`config.mk`:
```
export PLATFORM = sky130hd
export DESIGN_NAME = fir_sample_serializer_flat
export DESIGN_NICKNAME = d
export VERILOG_FILES = /design/src/rtl/fir_pkg.sv /design/src/rtl/fir_sample_serializer_if.sv /design/src/rtl/sample_fifo.sv /design/src/rtl/fir_sample_serializer.sv /design/src/flat_wrapper.sv
export SDC_FILE = /design/constraint.sdc
export NUM_CORES = 1
export LEC_CHECK = 0
export BUFFER_PORTS_ARGS = -buffer_cell sky130_fd_sc_hd__clkbuf_2
export CAP_MARGIN = 20
export CELL_PAD_IN_SITES_DETAIL_PLACEMENT = 0
export CELL_PAD_IN_SITES_GLOBAL_PLACEMENT = 1
export CORE_MARGIN = 2
export CORE_UTILIZATION = 44
export DETAILED_ROUTE_END_ITERATION = 6
export MAX_ROUTING_LAYER = met4
export PLACE_DENSITY_LB_ADDON = 0.1
export SKIP_LAST_GASP = 1
export SLEW_MARGIN = 0
export SYNTH_ARGS = -nofsm -noshare
export SYNTH_HDL_FRONTEND = slang
export SYNTH_SLANG_ARGS = --single-unit
```
`constraint.sdc`:
```
create_clock -name clk -period 2.11 [get_ports clk]
set_clock_uncertainty 0.05 [all_clocks]
set_input_delay 0.211 -clock clk [delete_from_list [all_inputs] [get_ports clk]]
set_output_delay 0.211 -clock clk [all_outputs]
set_load 0.02 [all_outputs]
```
`src/rtl/fir_pkg.sv`:
```
// Shared definitions for the FIR transmit back end: word-format defaults,
// rounding constant helper, Q1.15 limits and serializer state encoding.
package fir_pkg;

  localparam int unsigned OUT_W_DEF      = 16;
  localparam int unsigned FRAC_SHIFT_DEF = 15;

  localparam logic [OUT_W_DEF-1:0] Q15_MAX = 16'h7FFF;
  localparam logic [OUT_W_DEF-1:0] Q15_MIN = 16'h8000;

  // Half an output LSB expressed in input LSBs (round-half-up before the shift).
  function automatic longint unsigned round_const(input int unsigned frac_shift);
    return (frac_shift == 0) ? 64'd0 : (64'd1 << (frac_shift - 1));
  endfunction

  typedef enum logic [1:0] {
    IDLE,
    LOAD,
    SHIFT,
    GAP
  } ser_state_e;

endpackage

```
`src/rtl/fir_sample_serializer_if.sv`:
```
// Sample input and framed serial link of the FIR transmit back end.
interface fir_sample_serializer_if #(
  parameter int unsigned IN_W = 32
);
  logic            in_valid;
  logic [IN_W-1:0] in_data;
  logic            ser_data;
  logic            ser_frame;
  logic            ser_busy;

  modport master (output in_valid, output in_data,
                  input  ser_data, input  ser_frame, input ser_busy);
  modport slave  (input  in_valid, input  in_data,
                  output ser_data, output ser_frame, output ser_busy);
endinterface

```
`src/rtl/sample_fifo.sv`:
```
// Synchronous FIFO with occupancy count; a push into a full FIFO is
// accepted only when a pop happens in the same cycle.
module sample_fifo #(
  parameter int unsigned W     = 16,
  parameter int unsigned DEPTH = 4
) (
  input  logic                   clk,
  input  logic                   reset,
  input  logic                   push,
  input  logic                   pop,
  input  logic [W-1:0]           wdata,
  output logic [W-1:0]           rdata,
  output logic                   full,
  output logic                   empty,
  output logic [$clog2(DEPTH):0] level
);

  localparam int unsigned AW = $clog2(DEPTH);
  localparam int unsigned LW = AW + 1;

  logic [W-1:0]  mem [DEPTH];
  logic [AW-1:0] wptr;
  logic [AW-1:0] rptr;
  logic          do_push;
  logic          do_pop;

  assign empty   = (level == '0);
  assign full    = (level == LW'(DEPTH));
  assign do_pop  = pop && !empty;
  assign do_push = push && (!full || do_pop);
  assign rdata   = mem[rptr];

  always_ff @(posedge clk) begin
    if (do_push) mem[wptr] <= wdata;
  end

  always_ff @(posedge clk or negedge reset) begin
    if (!reset) begin
      wptr  <= '0;
      rptr  <= '0;
      level <= '0;
    end else begin
      if (do_push) wptr <= wptr + AW'(1);
      if (do_pop)  rptr <= rptr + AW'(1);
      case ({do_push, do_pop})
        2'b10:   level <= level + LW'(1);
        2'b01:   level <= level - LW'(1);
        default: level <= level;
      endcase
    end
  end

endmodule

```
`src/rtl/fir_sample_serializer.sv`:
```
// Requantizes Q2.30 FIR samples to Q1.15, buffers them and shifts them out
// MSB-first on a framed serial link. Define FIR_SAT_EN for saturation.
module fir_sample_serializer
  import fir_pkg::*;
#(
  parameter int unsigned IN_W       = 32,
  parameter int unsigned OUT_W      = OUT_W_DEF,
  parameter int unsigned FRAC_SHIFT = FRAC_SHIFT_DEF,
  parameter int unsigned FIFO_DEPTH = 4,
  parameter int unsigned BIT_DIV    = 2
) (
  input  logic                        clk,
  input  logic                        reset,
  fir_sample_serializer_if.slave      bus,
  output logic                        sat_flag,
  output logic                        ovf,
  input  logic                        ovf_clr,
  output logic [$clog2(FIFO_DEPTH):0] fifo_level
);

  localparam int unsigned BW = $clog2(OUT_W);
  localparam int unsigned DW = $clog2(BIT_DIV + 1);
  localparam logic [IN_W:0] RND = (IN_W + 1)'(round_const(FRAC_SHIFT));

  logic signed [IN_W:0] sum;
  logic [OUT_W-1:0]     word_d;
  logic [OUT_W-1:0]     word_q;
  logic                 word_vld;

  assign sum = {bus.in_data[IN_W-1], bus.in_data} + RND;

`ifdef FIR_SAT_EN
  localparam logic [OUT_W-1:0] SAT_MAX =
    (OUT_W == OUT_W_DEF) ? OUT_W'(Q15_MAX) : {1'b0, {(OUT_W-1){1'b1}}};
  localparam logic [OUT_W-1:0] SAT_MIN =
    (OUT_W == OUT_W_DEF) ? OUT_W'(Q15_MIN) : {1'b1, {(OUT_W-1){1'b0}}};

  logic signed [IN_W:0] r;
  logic                 clip;

  // In range only when every bit above the output sign bit matches it.
  assign r      = sum >>> FRAC_SHIFT;
  assign clip   = !((r[IN_W:OUT_W-1] == '0) || (r[IN_W:OUT_W-1] == '1));
  assign word_d = clip ? (r[IN_W] ? SAT_MIN : SAT_MAX) : r[OUT_W-1:0];

  always_ff @(posedge clk or negedge reset) begin
    if (!reset) sat_flag <= 1'b0;
    else        sat_flag <= bus.in_valid && clip;
  end
`else
  assign word_d   = OUT_W'(sum >>> FRAC_SHIFT);
  assign sat_flag = 1'b0;
`endif

  always_ff @(posedge clk or negedge reset) begin
    if (!reset) begin
      word_vld <= 1'b0;
      word_q   <= '0;
    end else begin
      word_vld <= bus.in_valid;
      if (bus.in_valid) word_q <= word_d;
    end
  end

  logic             fifo_pop;
  logic             fifo_full;
  logic             fifo_empty;
  logic [OUT_W-1:0] fifo_head;
  logic             drop;

  sample_fifo #(
    .W     (OUT_W),
    .DEPTH (FIFO_DEPTH)
  ) u_fifo (
    .clk   (clk),
    .reset (reset),
    .push  (word_vld),
    .pop   (fifo_pop),
    .wdata (word_q),
    .rdata (fifo_head),
    .full  (fifo_full),
    .empty (fifo_empty),
    .level (fifo_level)
  );

  assign drop = word_vld && fifo_full && !fifo_pop;

  always_ff @(posedge clk or negedge reset) begin
    if (!reset)       ovf <= 1'b0;
    else if (drop)    ovf <= 1'b1;
    else if (ovf_clr) ovf <= 1'b0;
  end

  ser_state_e       state;
  ser_state_e       state_d;
  logic [OUT_W-1:0] shreg;
  logic [BW-1:0]    bit_cnt;
  logic [DW-1:0]    div_cnt;
  logic             bit_end;
  logic             last_bit;

  assign bit_end  = (div_cnt == DW'(BIT_DIV - 1));
  assign last_bit = (bit_cnt == BW'(OUT_W - 1));

  always_ff @(posedge clk or negedge reset) begin
    if (!reset) state <= IDLE;
    else        state <= state_d;
  end

  always_comb begin
    state_d  = state;
    fifo_pop = 1'b0;
    case (state)
      IDLE:    if (!fifo_empty) state_d = LOAD;
      LOAD: begin
        fifo_pop = 1'b1;
        state_d  = SHIFT;
      end
      SHIFT:   if (bit_end && last_bit) state_d = GAP;
      GAP:     if (bit_end) state_d = fifo_empty ? IDLE : LOAD;
      default: state_d = IDLE;
    endcase
  end

  always_ff @(posedge clk or negedge reset) begin
    if (!reset) begin
      shreg   <= '0;
      bit_cnt <= '0;
      div_cnt <= '0;
    end else begin
      case (state)
        LOAD: begin
          shreg   <= fifo_head;
          bit_cnt <= '0;
          div_cnt <= '0;
        end
        SHIFT: begin
          if (bit_end) begin
            div_cnt <= '0;
            shreg   <= {shreg[OUT_W-2:0], 1'b0};
            bit_cnt <= last_bit ? '0 : bit_cnt + BW'(1);
          end else begin
            div_cnt <= div_cnt + DW'(1);
          end
        end
        GAP:     div_cnt <= bit_end ? '0 : div_cnt + DW'(1);
        default: div_cnt <= '0;
      endcase
    end
  end

  assign bus.ser_busy  = (state != IDLE);
  assign bus.ser_frame = (state == SHIFT) && (bit_cnt == '0);
  assign bus.ser_data  = (state == SHIFT) && shreg[OUT_W-1];

endmodule

```
`src/flat_wrapper.sv`:
```
// flat-port wrapper written by rule: the top's interface ports become plain ports
module fir_sample_serializer_flat import fir_pkg::*;
#(
  parameter int unsigned IN_W       = 32,
  parameter int unsigned OUT_W      = OUT_W_DEF,
  parameter int unsigned FRAC_SHIFT = FRAC_SHIFT_DEF,
  parameter int unsigned FIFO_DEPTH = 4,
  parameter int unsigned BIT_DIV    = 2
)
  (clk, reset, sat_flag, ovf, ovf_clr, fifo_level, bus_in_valid, bus_in_data, bus_ser_data, bus_ser_frame, bus_ser_busy);
  fir_sample_serializer_if #(.IN_W(IN_W)) bus_i ();
  input  logic clk;
  input  logic reset;
  output logic sat_flag;
  output logic ovf;
  input  logic ovf_clr;
  output logic [$clog2(FIFO_DEPTH):0] fifo_level;
  input wire logic [$bits(bus_i.in_valid)-1:0] bus_in_valid;
  input wire logic [$bits(bus_i.in_data)-1:0] bus_in_data;
  output wire logic [$bits(bus_i.ser_data)-1:0] bus_ser_data;
  output wire logic [$bits(bus_i.ser_frame)-1:0] bus_ser_frame;
  output wire logic [$bits(bus_i.ser_busy)-1:0] bus_ser_busy;
  assign bus_i.in_valid = bus_in_valid;
  assign bus_i.in_data = bus_in_data;
  assign bus_ser_data = bus_i.ser_data;
  assign bus_ser_frame = bus_i.ser_frame;
  assign bus_ser_busy = bus_i.ser_busy;
  fir_sample_serializer #(.IN_W(IN_W), .OUT_W(OUT_W), .FRAC_SHIFT(FRAC_SHIFT), .FIFO_DEPTH(FIFO_DEPTH), .BIT_DIV(BIT_DIV)) u_core (.clk(clk), .reset(reset), .bus(bus_i), .sat_flag(sat_flag), .ovf(ovf), .ovf_clr(ovf_clr), .fifo_level(fifo_level));
endmodule
```
## Word-level counts from Yosys, hierarchy flattened

Memories as Yosys holds them, arrays and structs flattened.
Index checks and enable logic that the tools add are counted.

| storage, ports and cells | value |
|---|---|
| RAM bits | 64 |
| register bits after elaboration | 49 |
| memories kept | 1 |
| input bits | 36 |
| output and inout port bits | 8 |

| cells by class | value |
|---|---|
| equal/unequal tests | 12 |
| $add $sub $neg | 7 |
| reduce and logical (&&, ||, !) cells | 21 |
| muxes and demuxes | 18 |

Memories:

| name | depth | bits a word | read ports | clocked after memory_dff | wr ports | line | RTL |
|---|---|---|---|---|---|---|---|
| u_core.u_fifo.mem | 4 | 16 | 1 | 0 | 1 | sample_fifo.sv:21 | `logic [W-1:0] mem [DEPTH];` |

Operators by type and width:

| operator | count |
|---|---|
| $pmux 16 s2 | 1 |
| $add 31x16->31 const B | 1 |
| $mux 16 | 1 |
| $mux 2 | 5 |
| $mux 4 | 2 |
| $pmux 2 s4 | 1 |
| $pmux 4 s2 | 1 |
| $reduce_bool 2->1 | 4 |
| $logic_and 1x1->1 | 7 |
| $add 2x1->2 const B | 3 |
| $eq 2x1->1 const B | 3 |
| $eq 2x2->1 const B | 3 |
| $mux 1 | 6 |
| $ne 2x1->1 const B | 3 |
| $pmux 3 s2 | 1 |
| $add 4x1->4 const B | 1 |
| $eq 4x4->1 const B | 1 |
| $logic_not 4->1 | 1 |
| $add 3x1->3 const B | 1 |
| $eq 3x3->1 const B | 1 |
| $logic_not 1->1 | 3 |
| $logic_not 3->1 | 1 |
| $reduce_and 3->1 | 1 |
| $sub 3x1->3 const B | 1 |
| other kinds (5) | 5 |

## Longest topological paths before layout

Gate-level depths: netlist (run 1).

| logic depth | value |
|---|---|
| depth after elaboration | 7 |
| mapped depth | 9 |
| mapped depth without buffers | 7 |

## Modules after synthesis

From an unflattened synthesis (run 1), not the netlist that was laid out.

| unflattened totals | value |
|---|---|
| cell total of the unflattened synthesis | 345 |
| area, all modules | 4,928.5 um^2 |

Modules (own cells, without submodules):

| module | times used | area an instance (um^2) | sequential area each (um^2) | cells each |
|---|---|---|---|---|
| sample_fifo | 1 | 2,741.4 | 2,097.0 | 122 |
| fir_sample_serializer | 1 | 2,187.1 | 1,051.0 | 223 |

## Worst setup path after synthesis (run 1)

No wires, ideal clock.

| timing path | value |
|---|---|
| path kind | register to register |
| start | register u_core.state[1] |
| end | memory u_core.u_fifo.mem[0][0], enable pin |
| path slack | 0.112 ns |
| path buffers | 0 |
| cell stages (with the launch flop) | 6 |
| period minus slack after synthesis | 1.998 ns |
| arrival time | 1.574 ns |
| library setup time | 0.374 ns |
| cell sequence | dfrtp_1 > inv_1 > ha_1 > nor4b_1 > nor2b_1 > and2_1 |

| on the way | value |
|---|---|
| word-level cells in the longest chain between the ends | 7 |

Ends and longest elaborated chain:

| what | line | RTL |
|---|---|---|
| start, declared | fir_sample_serializer.sv:94 | `ser_state_e state;` |
| start signal, assigned | fir_sample_serializer.sv:107 | `else state <= state_d;` |
| $eq 2x1->1 | fir_sample_serializer.sv:113 | `case (state)` |
| $mux 1 | fir_sample_serializer.sv:113 |  |
| $logic_and 1x1->1 | sample_fifo.sv:29 | `assign do_pop = pop && !empty;` |
| $logic_or 1x1->1 | sample_fifo.sv:30 | `assign do_push = push && (!full \|\| do_pop);` |
| $logic_and 1x1->1 | sample_fifo.sv:30 |  |
| $mux 1 | sample_fifo.sv:34 | `if (do_push) mem[wptr] <= wdata;` |
| $mux 1 (not written as such) | sample_fifo.sv:34 |  |
| end, declared | sample_fifo.sv:21 |  |

No other way between the ends.

## Worst setup path after layout (run 1)

| timing path | value |
|---|---|
| start | register u_core.state[0] |
| end | output bus_ser_frame |

| on the way | value |
|---|---|
| word-level cells in the longest chain between the ends | 2 |

Ends and longest elaborated chain:

| what | line | RTL |
|---|---|---|
| $eq 2x2->1 | fir_sample_serializer.sv:153 | `assign bus.ser_frame = (state == SHIFT) && (bit_cnt == '0);` |
| $logic_and 1x1->1 | fir_sample_serializer.sv:153 |  |
| end, declared | flat_wrapper.sv:21 | `output wire logic [$bits(bus_i.ser_frame)-1:0] bus_ser_frame;` |

No other way between the ends.

==> results of run 1 <==
## power breakdown
| part | total [uW] | switching, uW | internal, uW |
|---|---|---|---|
| sequential | 3300 | 331 | 2970 |
| clock | 2460 | 954 | 1500 |
| combinational | 2740 | 1390 | 1350 |
## timing repair
item	in CTS	in global routing
gates resized for setup	2	4
hold buffers	2	0
endpoints found under the hold margin	50	0
pin swaps	0	0
gates cloned	0	0
setup endpoints to repair	1	3
## critical path: stages (launching register included)
cell and delay [ps]:
sky130_fd_sc_hd__dfrtp_1 410, sky130_fd_sc_hd__inv_2 110, sky130_fd_sc_hd__ha_2 240, sky130_fd_sc_hd__buf_8 160
sky130_fd_sc_hd__nor4bb_2 190, sky130_fd_sc_hd__buf_2 200
## stage by stage
step	setup TNS (ps)	util
final	0	0.535
after global routing	-10.7	0.535
after CTS	0	0.535
after detailed placement	0	0.487
after global placement	0	0.487
after floorplan	0	-
## cell type report
type	count	area (um2)	share of cell area
multi-input combinational	234	1780	0.293
sequential	113	3150	0.519
timing repair buffer	48	380	0.0627
inverter	16	60.1	0.00991
clock inverter	12	71.3	0.0118
tap	143	179	0.0295
clock buffer	20	447	0.0737
## logic make-up after synthesis
group	count (synthesis)
xor gates and xnor gates	20
buffers and inverters	32
DFF	113
AOI/OAI and AO/OA	55
adders and majority gates	13
muxes	28
and+or+nand+nor	117
other	1
## cell usage in the layout, fill, tap and decap left out, drive strengths merged, types with 2 or more instances in the layout
cell type and count:
edfxtp 64, dfrtp 49, clkbuf 46, nand2 34, a21oi 31, nor2 30, buf 20, xnor2 17
mux4 16, inv 16, ha 12, nor2b 11, o21ai 11, and2 9, mux2i 9, a221o 7
nand3 7, nor3 6, clkinvlp 6, nand4 6, clkinv 6, nor4 4, nand3b 3, mux2 3
xor2 3, o31ai 2, nand2b 2, dlygate4sd3 2, or2 2
## synth_stat cells, drive strengths merged
library cell   n
nor3           6
nor2b         11
nand3b         3
fa             1
a221o          7
conb           1
nand2         34
nor2          30
nor4bb         1
or2            2
mux2i          9
nor4b          1
dfrtp         49
xor2           3
nand4          6
a2bb2oi        1
o31ai          2
inv           16
and2           9
a21o           1
buf           11
a21oi         31
mux4          16
nand2b         2
nand3          7
clkbuf         5
nor4           4
ha            12
o21ai         11
mux2           3
and3b          1
xnor2         17
edfxtp        64
o221ai         1
a311o          1
## flip-flops by register name, indices dropped and copies added (netlist names)
signal,count
u_core.u_fifo.level,3
u_core.u_fifo.rptr,2
u_core.bit_cnt,4
u_core.word_q,16
u_core.shreg,16
u_core.state,2
u_core.word_vld,1
u_core.div_cnt,2
u_core.ovf,1
u_core.u_fifo.mem,64
u_core.u_fifo.wptr,2
## routing by layer
metal,vias to the layer above,GRT usage,routed length [um]
li1,1483,-,-
met1,1424,0.202,4100
met2,52,0.260,4430
met3,14,0.0517,310
met4,0,0.0741,166
met5,-,-,0
## worst max-delay path by stage
stage | slack (ps) | endpoint | startpoint | cells past startpoint
CTS | 0.3 | bus_ser_frame | u_core.state[0] | 5
finish | 130 | bus_ser_frame | u_core.state[0] | 5
floorplan | 110 | bus_ser_frame | u_core.state[0] | 5
detailed placement | 140 | u_core.u_fifo.mem[1][2] | u_core.state[1] | 7
global route | -10 | bus_ser_frame | u_core.state[0] | 5
global placement | 130 | u_core.u_fifo.mem[0][2] | u_core.state[1] | 7
==> flow_summary.yaml, run 1 <==
place:
  dp_cells: 552
  place_area_um2: 5510
  dpl_worst_slack_ps: 140
  dp_hpwl_um: 5900
  gp_congestion: 0.703
  placement.io_buffers: 27
synth:
  fraction_of_the_mapped_netlist_area_in_compound_gates: 0.0652
  synth_nets: 428
  post_synth_instance_area_um2: 5070
  synth.ff_latch_count: 113
  post_synth_xor_area_fraction: 0.0346
  top_area_cell_type_share_of_the_netlist_area: 0.379
  top_cell_type_by_total_area_after_synthesis: "sky130_fd_sc_hd__edfxtp_1"
  synthAdderAreaFrac: 0.0336
  netlist_top_cells_area: "sky130_fd_sc_hd__edfxtp_1 (38%), sky130_fd_sc_hd__dfrtp_1 (24%), sky130_fd_sc_hd__mux4_2 (7.1%)"
  syn_inst_count: 379
  seq_area_frac_synth: 0.621
  post_synth_mux_area_share: 0.0955
  synthSimpleGateAreaFrac: 0.119
  synthDistinctLibCells: 43
  ys_warn_count: 0
  synthesis.area_per_instance_um2: 13.4
  largest_family_of_logic_cells_by_synthesized_area: "simple AND/OR/NAND/NOR gates"
detailed_routing:
  detailedRoute.firstIterationViolations: 192
  route.detailed.vias_per_inst: 5.07
  detail_route.wl_per_cell_um: 15.4
  route.detailed.drc: 0
  antenna_violating_nets_post_route: 0
  dr.pass1.iters: 4
  num_vias: 2973
  wirelength_um: 9010
sta:
  fin_hold_ws_ps: 57.3
  finalWorstPathRequiredPeriod_ps: 1980
  hold_viol: 0
  timing.fmax_ghz: 0.504
  timing.final.crit_share: 0.941
  setup_viol: 0
  layout_setup_ws_ps: 126
  final_max_slew_viol_count: 0
pwr:
  peakVddDrop_mv: 0.765
  power.static_leakage_uw: 0.00234
  post-layout-total-power_uw: 8500
  power_density_nw_per_um2: 1400
hold_path:
  min_path_cells: 3
  worst_hold_startpoint: "bus_in_data[29]"
  min_delay_worst_endpoint: "u_core.word_q[14]"
  holdCritPathClass: "in -> reg"
cells_and_area:
  finalNetCount: 479
  area_growth_syn_to_layout_pct: 19.6
  final_cell_area_um2: 6060
  fillCellCount: 968
  n_antenna_cell: 0
  instances_no_fill: 586
  layout-drive-gt1-share: 0.223
die:
  die_height_um: 111
  io-pin-count: 44
  rows: 39
  effective_utilization_at_floorplan: 0.448
  die_w_um: 111
  design.die.area_um2: 12400
  placeableCoreArea_um2: 11300
setup_path:
  critical_path_peak_fanout: 13
  timing.setup.critical_path_class: "reg -> out"
  start_kind: "register"
  ff2ff_setup_slack_ps: 150
  critPathArrivalTime_ps: 1720
  setup.worst_path.end_class: "output port"
  worstPathRequired_ps: 1850
  r2r_cells: 7
  worst_r2r_endpoint: "u_core.u_fifo.mem[1][3]"
  timing.rr.start: "u_core.state[1]"
cts:
  clk-insertion-delay-late_ps: 410
  cts_root_buffer: "sky130_fd_sc_hd__clkbuf_16"
  clk_transition_reported_paths_ps: 50
  cts_max_level: 4
  tritoncts: "done"
  clk_path_buf_depth: 2
  cts_made_buffers: 17
  cts.sinks: 113
  post-cts-setup-buffer-count: 0
run_status:
  outcome: "finished, final reports clean"
global_routing:
  grt.overflow.total: 0
  grt_max_degree: 48
  grt_util_all_layers: 0.167
  antenna_found_initial: 0
  grt_pass1_vias: 3060
  grt_pass1_wl_um: 15200
run:
  number_of_violations_of_the_max_capacitance_limit: 0
Note: power is estimated with default switching activity, not from simulation.
==> run 2, diff against run 1 <==
Settings changed: CELL_PAD_IN_SITES_DETAIL_PLACEMENT 0 to not set, CELL_PAD_IN_SITES_GLOBAL_PLACEMENT 1 to not set, CORE_UTILIZATION 44 to 53, PLACE_DENSITY set to 0.75, PLACE_DENSITY_LB_ADDON 0.1 to not set.
==> run 2 against run 1 <==
Effect of this change: maximum frequency shrank 1.2%; global-route usage grew 4.5 points; worst setup slack lost 25 ps; die area shrank 16%; sequential share of layout area shrank 0.70 points; final cell count shrank 0.85%; sequential power is essentially flat.
==> flow_summary.yaml, run 2 (same netlist as run 1, synthesis figures left out) <==
cts:
  cts.sinks: 113
  clk-insertion-delay-late_ps: 510
  clk_path_buf_depth: 2
  cts_max_level: 4
  cts_made_buffers: 17
  tritoncts: "done"
  cts_root_buffer: "sky130_fd_sc_hd__clkbuf_8"
  clk_transition_reported_paths_ps: 60
die:
  rows: 35
  design.die.area_um2: 10400
  io-pin-count: 44
  die_height_um: 102
  effective_utilization_at_floorplan: 0.549
  placeableCoreArea_um2: 9240
  die_w_um: 102
place:
  dp_hpwl_um: 5680
  place_area_um2: 5420
  dp_cells: 535
  placement.io_buffers: 27
  gp_congestion: 0.795
global_routing:
  grt_util_all_layers: 0.212
  grt.overflow.total: 0
  antenna_found_initial: 0
  grt_pass1_vias: 3171
  grt_pass1_wl_um: 15700
  grt_max_degree: 50
run_status:
  outcome: "finished, final reports clean"
cells_and_area:
  sequential_cell_area_um2: 3150
  instances_no_fill: 581
  final_cell_area_um2: 6150
  largest-register: "u_core.u_fifo.mem"
  layout_commonest_cell: "sky130_fd_sc_hd__edfxtp_1"
  finalNetCount: 488
  multi_input_comb_area_um2: 1790
  area_growth_syn_to_layout_pct: 21.3
  layout.core_utilization: 0.665
  layout-drive-gt1-share: 0.232
  n_antenna_cell: 0
  top_flop_regs: "u_core.u_fifo.mem (64), u_core.shreg (16), u_core.word_q (16)"
  fillCellCount: 619
  layout.cells.most_common_list: "sky130_fd_sc_hd__edfxtp_1 (64), sky130_fd_sc_hd__dfrtp_1 (48), sky130_fd_sc_hd__nand2_1 (34), sky130_fd_sc_hd__a21oi_1 (31), sky130_fd_sc_hd__nor2_1 (30)"
  largest_register_ffs: 64
sta:
  max_slew_margin: 0.565
  timing.fmax_ghz: 0.498
  setup_viol: 0
  worstMarginPinSlew_ps: 653
  final_max_slew_viol_count: 0
  finalWorstPathRequiredPeriod_ps: 2010
  timing.final.crit_share: 0.952
  hold_viol: 0
detailed_routing:
  antenna_violating_nets_post_route: 0
  num_vias: 3172
  detailedRoute.firstIterationViolations: 214
  dr.pass1.iters: 4
  route.detailed.drc: 0
  detail_route.wl_per_cell_um: 16.3
  route.detailed.vias_per_inst: 5.46
  wirelength_um: 9500
hold_path:
  holdCritPathClass: "in -> reg"
setup_path:
  crit_path_top_delay_cell: "sky130_fd_sc_hd__dfrtp_2"
  worst_path_largest_cell_delay_ps: 410
  critical_path_peak_fanout: 16
  worstPathRequired_ps: 2250
  timing.setup.critical_path_class: "reg -> reg"
  crit_path_frequent_cell: "sky130_fd_sc_hd__buf_4"
  crit_chain: "inv_1 -> ha_2 -> nor4b_1 -> buf_4 -> nor2b_1 -> and2_1 -> buf_4"
  setup.worst_path.end_class: "register"
  start_kind: "register"
  critPathArrivalTime_ps: 2150
run:
  number_of_violations_of_the_max_capacitance_limit: 0
pwr:
  peakVddDrop_mv: 0.727
  power.static_leakage_uw: 0.00239
  power_density_nw_per_um2: 1430
==> run 2: changes by cell type in the layout (fill, tap and decap cells not counted), moves of 2 or more <==
| cell | change |
|---|---|
| sky130_fd_sc_hd__bufinv_16 | +2 |
| sky130_fd_sc_hd__buf_4 | +6 |
| sky130_fd_sc_hd__dlygate4sd3_1 | +8 |
| sky130_fd_sc_hd__buf_12 | -3 |
| sky130_fd_sc_hd__clkinvlp_4 | -2 |
| sky130_fd_sc_hd__clkinv_1 | -3 |
| sky130_fd_sc_hd__clkinv_4 | +3 |
==> run 2: layout make-up <==
class / instances / area share
Clock inverter: 13 / 0.0228
Inverter: 16 / 0.00977
Sequential cell: 113 / 0.512
Clock buffer: 19 / 0.0686
Tap cell: 129 / 0.0263
Timing Repair Buffer: 57 / 0.0692
Multi-Input combinational cell: 234 / 0.291
==> run 2: critical path, delay by kind of cell, from the launching register on <==
kind / cells / cell delay, ps
buf+inv: 3 / 510
flops: 1 / 410
fa+ha+maj: 1 / 210
simple gates: 3 / 500
==> run 2: metal layers <==
metal | up-vias | track usage | part of all wire
li1 | 1500 | - | -
met1 | 1589 | 0.260 | 0.44
met2 | 64 | 0.331 | 0.50
met3 | 19 | 0.0614 | 0.035
met4 | 0 | 0.0852 | 0.019
met5 | - | - | 0
==> run 2: path summary, 6_finish.rpt <==
kind	start	endpoint	slack, ps	depth (start not counted)
max	u_core.state[1]	u_core.u_fifo.mem[2][3]	100	7
min	bus_in_data[27]	u_core.word_q[12]	10	3
max reg2reg	u_core.state[1]	u_core.u_fifo.mem[2][3]	100	7
min reg2reg	u_core.ovf	u_core.ovf	480	2
max in group asynchronous	reset	u_core.state[1]	1230	3
min in group asynchronous	reset	u_core.shreg[1]	310	3
==> run 2: repair_timing <==
item                                    in CTS  in global routing
pin swaps                                    0                  0
hold buffers                                10                  0
resized for setup                            7                  4
endpoints found under the hold margin       58                  0
endpoints found under the setup margin       2                 68
buffers inserted                             0                  4
==> run 2: power breakdown <==
group / total [uW] / leakage, uW / switching [uW] / internal [uW]
Clock: 2690 / 0.000264 / 1010 / 1680
Combinational: 2810 / 0.000972 / 1460 / 1350
Sequential: 3310 / 0.00116 / 339 / 2970
Total: 8810 / 0.00239 / 2810 / 6000
==> run 2: metrics by stage <==
stage / total power [uW] / hold WS, ps / worst slack [ps] / TNS [ps]
3_3_place_gp: 5860 / 313 / 172 / 0
4_1_cts: 8810 / 6.24 / 18.0 / 0
5_1_grt: 9340 / 26.4 / -40.3 / -331
6_report: 8810 / 11.1 / 101 / 0
2_1_floorplan: 5250 / -135 / 112 / 0
3_5_place_dp: 5990 / 317 / 91.8 / 0
==> run 3, diff against run 2 <==
Settings changed: HOLD_SLACK_MARGIN set to 0.12, SLEW_MARGIN 0 to 20.
==> run 3 against run 2 <==
Effect of this change: final area rose by 3.3%; critical path depth stayed put; count of clock-buffer cells in the layout is the same; final cell count up 3.4%; sequential power about the same; critical endpoint unchanged; largest cell class unchanged; largest power group unchanged.
==> flow_summary.yaml, run 3 (same netlist as run 1, synthesis figures left out) <==
run_status:
  outcome: "finished, final reports clean"
die:
  design.die.area_um2: 10400
  rows: 35
  effective_utilization_at_floorplan: 0.549
  die_w_um: 102
  die_height_um: 102
  placeableCoreArea_um2: 9240
  io-pin-count: 44
setup_path:
  critical_path.startpoint: "u_core.state[1]"
  critPathArrivalTime_ps: 2150
  setup.worst_path.end_class: "register"
  worstPathRequired_ps: 2250
  critical_path_peak_fanout: 16
  timing.rr.start: "u_core.state[1]"
  start_kind: "register"
  timing.setup.critical_path_class: "reg -> reg"
global_routing:
  grt.overflow.total: 0
  met1_usage: 0.268
  antenna_found_initial: 0
  grt_util_all_layers: 0.223
  layer_with_the_highest_usage: "met2"
  grt_use_met3: 0.0614
  grt_pass1_vias: 3340
  grt.met2_usage: 0.354
  grt_pass1_wl_um: 16500
  grt_max_degree: 50
cts:
  cts_made_buffers: 17
  clk_transition_reported_paths_ps: 60
  tritoncts: "done"
  clk-insertion-delay-late_ps: 510
  cts_max_level: 4
  cts.sinks: 113
  cts_root_buffer: "sky130_fd_sc_hd__clkbuf_8"
  clk_path_buf_depth: 2
sta:
  worstMarginPinSlew_ps: 648
  max_slew_margin: 0.568
  finalWorstPathRequiredPeriod_ps: 2010
  final_max_slew_viol_count: 0
  setup_viol: 0
  timing.final.crit_share: 0.952
  timing.fmax_ghz: 0.498
  fin_hold_ws_ps: 151
  hold_viol: 0
pwr:
  peakVddDrop_mv: 0.725
  power.clock.fraction: 0.303
  post-layout-total-power_uw: 8860
  switching_share: 0.319
  power_density_nw_per_um2: 1400
  pwr-share-comb: 0.323
  total_net_switching_power_uw: 2830
  internal-power_uw: 6030
  power.static_leakage_uw: 0.00247
  share_seq_of_total_power: 0.374
place:
  placement.io_buffers: 27
  dp_hpwl_um: 5680
  place_area_um2: 5420
  gp_congestion: 0.795
cells_and_area:
  layout.core_utilization: 0.687
  layout.cells.most_common_list: "sky130_fd_sc_hd__edfxtp_1 (64), sky130_fd_sc_hd__dfrtp_1 (48), sky130_fd_sc_hd__nand2_1 (34), sky130_fd_sc_hd__a21oi_1 (31)"
  n_antenna_cell: 0
  layout-drive-gt1-share: 0.222
  layout_commonest_cell: "sky130_fd_sc_hd__edfxtp_1"
  top_flop_regs: "u_core.u_fifo.mem (64), u_core.shreg (16), u_core.word_q (16)"
  area_growth_syn_to_layout_pct: 25.2
  largest-register: "u_core.u_fifo.mem"
  finalNetCount: 508
  largest_register_ffs: 64
  final_cell_area_um2: 6350
detailed_routing:
  wirelength_um: 9990
  detail_route.wl_per_cell_um: 16.6
  route.detailed.drc: 0
  antenna_violating_nets_post_route: 0
  route.detailed.vias_per_inst: 5.41
  dr.pass1.iters: 4
  detailedRoute.firstIterationViolations: 192
  num_vias: 3252
hold_path:
  holdCritPathClass: "in -> reg"
  worst_hold_startpoint: "bus_in_valid"
run:
  number_of_violations_of_the_max_capacitance_limit: 0
[run 3: cell count changes in the layout (fill, tap and decap cells not counted)]
| cell | previous run | this run |
|---|---|---|
| sky130_fd_sc_hd__dlygate4sd3_1 | 10 | 30 |
[run 3: final timing paths]
kind | cells after the start | endpoint | slack [ps]
hold / removal | 2 | u_core.word_q[1] | 150
hold reg to reg | 2 | u_core.ovf | 470
max in group asynchronous | 3 | u_core.state[1] | 1240
min in group asynchronous | 3 | u_core.shreg[1] | 310
setup reg to reg | 7 | u_core.u_fifo.mem[2][3] | 100
setup / recovery | 7 | u_core.u_fifo.mem[2][3] | 100
[run 3: area by class of cell]
class | count | area, um2
timing repair buffer | 77 | 626
tap | 129 | 161
sequential | 113 | 3150
fill | 600 | 2890
multi-input combinational | 234 | 1790
clock buffer | 19 | 422
clock inverter | 13 | 140
inverter | 16 | 60.1
[run 3: per-layer routing]
metal,routed length (um),vias to the layer above
met4,216,0
met3,386,19
met1,4270,1612
met5,0,-
met2,5120,81
li1,-,1540
[run 3: through the flow]
stage / TNS (ps) / setup slack, ps / cells
after floorplan: 0 / 112 / 379
after global placement: 0 / 172 / 535
after detailed placement: 0 / 91.8 / 535
after CTS: 0 / 18.0 / 597
after global routing: -329 / -40.3 / 601
final: 0 / 102 / 601
[run 3: what timing repair did]
item / CTS / global route
hold buffers: 30 / 0
setup buffers: 0 / 4
endpoints found under the hold margin: 66 / 0
endpoints found under the setup margin: 2 / 68
gates resized for setup: 7 / 4
[run 3: critical path: stages, from the launching register on]
cell	delay [ps]
sky130_fd_sc_hd__dfrtp_2	410
sky130_fd_sc_hd__inv_1	110
sky130_fd_sc_hd__ha_2	210
sky130_fd_sc_hd__nor4b_1	50
sky130_fd_sc_hd__buf_4	140
sky130_fd_sc_hd__nor2b_1	260
sky130_fd_sc_hd__and2_1	190
sky130_fd_sc_hd__buf_4	260
[run 3: power groups by stage]
stage | clock network, uW | logic [uW] | registers [uW]
3_3_place_gp | 0 | 2560 | 3300
6_report | 2690 | 2860 | 3310
4_1_cts | 2720 | 2810 | 3320
3_5_place_dp | 0 | 2660 | 3330
5_1_grt | 2830 | 3180 | 3370
2_1_floorplan | 0 | 1970 | 3280
